==> src/rtl/celloutsig_misr_capture.sv <==
// Capture stage for the celloutsig out_data bus: folds accepted words into a MISR,
// counts words and toggles of one monitored bit, and holds the signature when a run ends.
module celloutsig_misr_capture #(
    parameter int                DATA_W  = 96,
    parameter int                SIG_W   = 32,
    parameter logic [SIG_W-1:0]  POLY    = 32'h04C11DB7,
    parameter logic [SIG_W-1:0]  SEED    = 32'hFFFFFFFF,
    parameter int                CNT_W   = 16,
    parameter int                TAP_BIT = 32
) (
    input  logic              clk,
    input  logic              rst_n,
    input  logic              start,
    input  logic              abort,
    input  logic [CNT_W-1:0]  run_len,
    input  logic              in_valid,
    output logic              in_ready,
    input  logic [DATA_W-1:0] in_data,
    output logic [SIG_W-1:0]  sig_o,
    output logic [CNT_W-1:0]  word_cnt,
    output logic [CNT_W-1:0]  tog_cnt,
    output logic              busy,
    output logic              done
);

    typedef enum logic [1:0] {
        IDLE = 2'd0,
        RUN  = 2'd1,
        DONE = 2'd2
    } state_t;

    state_t             state;
    state_t             state_nx;
    logic [CNT_W-1:0]   len_q;
    logic               tap_q;
    logic               first_q;
    logic               start_ok;
    logic               accept;
    logic               last_word;
    logic               tog_hit;
    logic [SIG_W-1:0]   fold;
    logic [SIG_W-1:0]   sig_step;

    assign in_ready = (state == RUN);
    assign busy     = (state == RUN);
    assign done     = (state == DONE);

    // abort dominates both a start and an accept landing in the same cycle
    assign start_ok  = start & ~abort & (state != RUN);
    assign accept    = in_valid & in_ready & ~abort;
    assign last_word = accept & ((word_cnt + CNT_W'(1)) == len_q);
    assign tog_hit   = accept & ~first_q & (in_data[TAP_BIT] != tap_q) & (tog_cnt != '1);

    // NOTE: combinational blocks use blocking '=' and assign every output a default
    // before any branch, so no latch is inferred; clocked blocks use '<=' only.
    always_comb begin
        fold = '0;
        for (int i = 0; i < DATA_W / SIG_W; i++) begin
            fold = fold ^ in_data[i*SIG_W +: SIG_W];
        end
        sig_step = {sig_o[SIG_W-2:0], 1'b0} ^ (sig_o[SIG_W-1] ? POLY : '0) ^ fold;
    end

    always_comb begin
        state_nx = state;
        case (state)
            IDLE: begin
                if (start_ok) state_nx = (run_len == '0) ? DONE : RUN;
            end
            RUN: begin
                if (abort)          state_nx = IDLE;
                else if (last_word) state_nx = DONE;
            end
            DONE: begin
                if (abort)         state_nx = IDLE;
                else if (start_ok) state_nx = (run_len == '0) ? DONE : RUN;
            end
            default: state_nx = IDLE;
        endcase
    end

    // NOTE: every register here, including len_q and the tap/first flags, is reset so
    // an asynchronous reset mid-run leaves no partial run state behind.
    always_ff @(posedge clk or negedge rst_n) begin
        if (!rst_n) begin
            state    <= IDLE;
            sig_o    <= SEED;
            word_cnt <= '0;
            tog_cnt  <= '0;
            len_q    <= '0;
            tap_q    <= 1'b0;
            first_q  <= 1'b0;
        end else begin
            state <= state_nx;
            if (start_ok) begin
                sig_o    <= SEED;
                word_cnt <= '0;
                tog_cnt  <= '0;
                len_q    <= run_len;
                first_q  <= 1'b1;
            end else if (accept) begin
                sig_o    <= sig_step;
                word_cnt <= word_cnt + CNT_W'(1);
                if (tog_hit) tog_cnt <= tog_cnt + CNT_W'(1);
                tap_q    <= in_data[TAP_BIT];
                first_q  <= 1'b0;
            end
        end
    end

endmodule

==> config.mk <==
export PLATFORM = sky130hd
export DESIGN_NAME = celloutsig_misr_capture
export DESIGN_NICKNAME = d
export VERILOG_FILES = /design/src/rtl/celloutsig_misr_capture.sv
export SDC_FILE = /design/constraint.sdc
export NUM_CORES = 1
export LEC_CHECK = 0
export CORE_MARGIN = 2
export CORE_UTILIZATION = 42
export DETAILED_ROUTE_END_ITERATION = 8
export GPL_TIMING_DRIVEN = 0
export HOLD_SLACK_MARGIN = 0.06
export MAX_ROUTING_LAYER = met4
export PLACE_DENSITY = 0.75
export SLEW_MARGIN = 40
export SYNTH_ARGS = -nofsm -noshare
export SYNTH_HDL_FRONTEND = slang
export SYNTH_SLANG_ARGS = --single-unit
==> constraint.sdc <==
create_clock -name clk -period 7.18 [get_ports clk]
set_input_delay 0.718 -clock clk [delete_from_list [all_inputs] [get_ports clk]]
set_output_delay 0.718 -clock clk [all_outputs]
set_load 0.02 [all_outputs]
# Word-level counts from Yosys, hierarchy flattened
# Cells that the tools add are included.
[totals]
ff_bits = 84
inputBits = 117
word_cells = 53
[classes]
addsub = 2
n_eq_ne = 7
muxes = 16
bitwise = 15
reduce_logical = 6
[op_table]
columns = ["operator", "n"]
rows = [
  ["bitwise XOR 32 bit", 3],
  ["2-to-1 mux 16 bit", 5],
  ["2-to-1 mux 32 bit", 2],
  ["adder 16 x 1 -> 16 bit, second input constant", 2],
  ["bitwise XOR 32 x 27 -> 32 bit", 1],
  ["2-to-1 mux 27 bit", 1],
  ["equality test 16 bit", 1],
  ["logical NOT 16 bit", 1],
  ["inequality test 16 bit, second input constant", 1],
  ["2-to-1 mux 2 bit", 5],
  ["bitwise AND 1 bit", 8],
  ["case mux 2 bit (3 select lines)", 1],
  ["AND reduction 2 bit", 2],
  ["nonzero test 2 bit", 2],
  ["inequality test 3 x 2 -> 1 bit, second input constant", 1],
  ["NOT 1 bit", 3],
  ["equality test 2 x 1 -> 1 bit, second input constant", 1],
  ["equality test 2 bit, second input constant", 1],
  ["logical NOT 2 bit", 1],
  ["2-to-1 mux 1 bit", 2],
  ["inequality test 2 x 1 -> 1 bit, second input constant", 1],
  ["inequality test 1 bit", 1],
]

# Logic depth before layout (Yosys ltp)
[logic_depth]
word_depth = 9
ltp_mapped = 8
depth_no_buf = 7

# Worst setup path before layout
# OpenSTA, ideal clock, no wires.
[synth_timing]
kind = "in2reg"
from = "in run_len[13]"
to = "reg state[0]"
setup_time_ns = 0.129
arrival_ns = 2.285
setup_slack_ns = 4.765
cell_stages = 5
n_path_buf = 0
path_cell_list = "or4_1 o41ai_4 or4b_1 nor4_2 a21oi_1"
[synth_via]
elab_chain_len = 5
[synth_rtl]
columns = ["item", "line_no", "text"]
rows = [
  ["from (decl)", "15", "input logic [CNT_W-1:0] run_len,"],
  ["logical NOT 16 bit (*)", "68, 76", ""],
  ["2-to-1 mux 2 bit (*) (2 in a row)", "68, 76", ""],
  ["2-to-1 mux 2 bit", "75", "if (abort) state_nx = IDLE;"],
  ["case mux 2 bit (3 select lines) (*)", "66", "case (state)"],
  ["to (signal assigned)", "94", "state <= state_nx;"],
  ["to (decl)", "32", "state_t state;"],
]
# Every way passes the cells marked *; elsewhere a longest branch is shown, timed or not.
# A chain may end at the register's enable or synchronous reset.

# Final worst setup path
[layout_timing]
from = "reg word_cnt[0]"
to = "reg state[1]"
[layout_via]
elab_chain_len = 4
[layout_rtl]
columns = ["item", "line_no", "text"]
rows = [
  ["from (decl)", "20", "output logic [CNT_W-1:0] word_cnt,"],
  ["from (signal assigned)", "103", "word_cnt <= word_cnt + CNT_W'(1);"],
  ["adder 16 x 1 -> 16 bit", "51", "assign last_word = accept & ((word_cnt + CNT_W'(1)) == len_q);"],
  ["equality test 16 bit", "51", ""],
  ["bitwise AND 1 bit", "51", ""],
  ["inequality test 3 x 2 -> 1 bit (no source line)", "n/a", ""],
]
# Every way passes these cells.

==> flow_summary.json <==
{
  "status": "completed",
  "post_cts_buffers": 0,
  "synth.area.top_cells": "dfrtp_1 (25%), xnor2_1 (19%), dfstp_2 (16%)",
  "grt_use_total_pct": 24.0,
  "max_stage_delay_ns": 0.64,
  "placed_cells": 917,
  "timing.final.crit_share_pct": 41.8,
  "seq_area_sq_um": 2140,
  "drtPass1Iterations": 5,
  "drive_gt1_share_pct": 8.37,
  "post-place-ws_ns": 3.98,
  "dieHeight_microns": 116,
  "slew_headroom_pct": 53.1,
  "synth_most_common_cell": "xnor2_1",
  "synth_edf_count": 0,
  "num-fill-cells": 1025,
  "utilization_pct": 63.5,
  "holdBufCountCts": 0,
  "arrival_ns": 3.25,
  "cts_tree": "built",
  "die_x_microns": 116,
  "path_class": "register to register",
  "seq_area_frac_synth_pct": 41.0,
  "dieArea_sq_um": 13300,
  "num_rows": 40,
  "clockBufferDepth": 2,
  "area_growth_pct": 46.6,
  "finalNetCount": 879,
  "crit_required_ns": 7.43,
  "cap_violations": 0,
  "critPathCaptureType": "register",
  "power_density_nw_per_um2": 234,
  "peakVddDrop_uv": 153,
  "cts.htree.levels": 3,
  "grt_antenna_before_repair": 0,
  "p_leak_nw": 2.92,
  "final_cell_count_no_fill": 933,
  "diodes": 0,
  "grt_pass1_wl_microns": 24300,
  "fp.coreArea_sq_um": 12100,
  "vias": 5003,
  "netlist_instances": 565,
  "io_buffer_count": 183,
  "synth_commonest_cells": "xnor2_1 (114), o21ai_0 (91), nand2_1 (67)",
  "rsz0062_at_grt": "no",
  "worst_slack_ns": 4.18,
  "fin_hold_ws_ns": 0.287,
  "path_clk_slew_ns": 0.06,
  "yosysTopAreaCell": "dfrtp_1",
  "ys_seq_elements": 84,
  "ys.flop_type": "dfrtp_1",
  "grt_pass1_vias": 4923,
  "grt_max_degree": 45,
  "ant_nets": 0,
  "finalHoldViolations": 0,
  "cp-start-kind": "register",
  "remaining_drc_errors": 0,
  "fin_crit_ns": 3.00,
  "finClkSkew_ns": 0.00922,
  "multi_input_area_sq_um": 2920,
  "stdcell_area_sq_um": 7660,
  "worstPathCellList": "ha_1, nand3_1, nor4_1, xnor2_1, o21ai_0, or4_1, o21ai_1",
  "tightest_slew_ns": 0.697,
  "power.total_mw": 1.79,
  "setup_violations": 0,
  "synth_nets": 684,
  "dpl.hpwl_microns": 11900,
  "drt-initial-drc-count": 414,
  "setup_tns_ns": 0,
  "ys_warn_count": 0,
  "start_util_pct": 43.3,
  "post_cts_resized": 0,
  "root_buffer": "clkbuf_16",
  "synth.cell_area_sq_um": 5230,
  "viasPerCell": 5.36,
  "avgRoutedWirePerCell_microns": 16.5,
  "place_area_sq_um": 7290,
  "routed_wl_microns": 15400,
  "worstHoldPathType": "primary input to asynchronous set/reset pin",
  "slew_viol_final": 0,
  "cp_max_fo": 9,
  "overflow": 0,
  "synth_cell_type_count": 57,
  "crit_slowest_cell": "nor4_1",
  "synthArstFlopShare_pct": 100,
  "clock_sinks": 84,
  "avgSynthCellArea_sq_um": 9.25,
  "gp_congestion": 0.872,
  "synth_top_area_share_pct": 24.9,
  "numCtsBuffers": 9,
  "max_clock_freq_mhz": 334,
  "clk_latency_ns": 0.34,
  "ios": 184
}
## per-layer routing
layer | vias up | share of wire, % | global-route usage, % | wire length [microns]
met3 | 28 | 6.8 | 3.87 | 1040
met5 | - | 0 | - | 0
met4 | 0 | 2.0 | 8.19 | 308
li1 | 2337 | - | - | -
met1 | 2392 | 40 | 29.0 | 6220
met2 | 246 | 51 | 40.9 | 7810
## layout make-up
cell class | instances | share of cell area (%)
plain buffers | 35 | 1.96
clock buffers | 12 | 3.22
clock inverters | 4 | 1.57
inverters | 4 | 0.196
multi-input cells | 442 | 38.2
flip-flops and latches | 84 | 28.0
well taps | 168 | 2.74
repair buffers | 184 | 24.2
## cells in the final DEF, fill, tap and decap left out, drive strengths merged, types with 4 or more instances in the layout
cell,Yosys,final
clkdlybuf4s50,0,182
xnor2,114,114
o21ai,93,93
nand2,67,67
dfrtp,52,52
clkbuf,28,40
dfstp,32,32
xor2,30,30
nor2,29,29
nand3,12,12
nand4,11,11
a21oi,9,9
nor4,9,9
buf,7,9
nor3,5,5
o2111ai,5,5
inv,4,4
and3,4,4
and4,4,4
a31oi,4,4
bufinv,0,4
nor2b,4,4
## power breakdown
group          leakage, nW  internal [mW]  total (mW)  switching [mW]
Combinational         1.71          0.312       0.576           0.264
Clock                0.177          0.385       0.572           0.187
Sequential            1.03          0.575       0.646          0.0714
## worst paths after layout
path                                 to  cells after the start        start  slack (ns)
max                            state[1]                      7  word_cnt[0]        4.18
min                        word_cnt[15]                      1        rst_n        0.29
max reg2reg                    state[1]                      7  word_cnt[0]        4.18
min reg2reg                     first_q                      2      first_q        0.48
max in group asynchronous     sig_o[25]                      2        rst_n        6.27
min in group clk                first_q                      2      first_q        0.48
## flip-flops by register name, indices dropped and copies added (netlist names)
name and count:
tap_q 1, len_q 16, first_q 1, state 2
sig_o 32, word_cnt 16, tog_cnt 16
## kinds of logic after synthesis
kind of cell / after synthesis / synth area share, %
flops: 84 / 41.0
buf+inv: 39 / 3.16
fa+ha+maj: 3 / 0.670
mux: 2 / 0.383
xor+xnor: 144 / 24.1
simple gates: 160 / 15.6
compound gates: 133 / 15.0
## worst max-delay path: cells and delay by family, from the launching register on
family	cells	cell delay [ns]
simple gates	3	1.43
flops	1	0.55
compound gates	2	0.37
fa+ha+maj	1	0.34
xor+xnor	1	0.23
No activity file was read; power rests on OpenSTA's default activity.
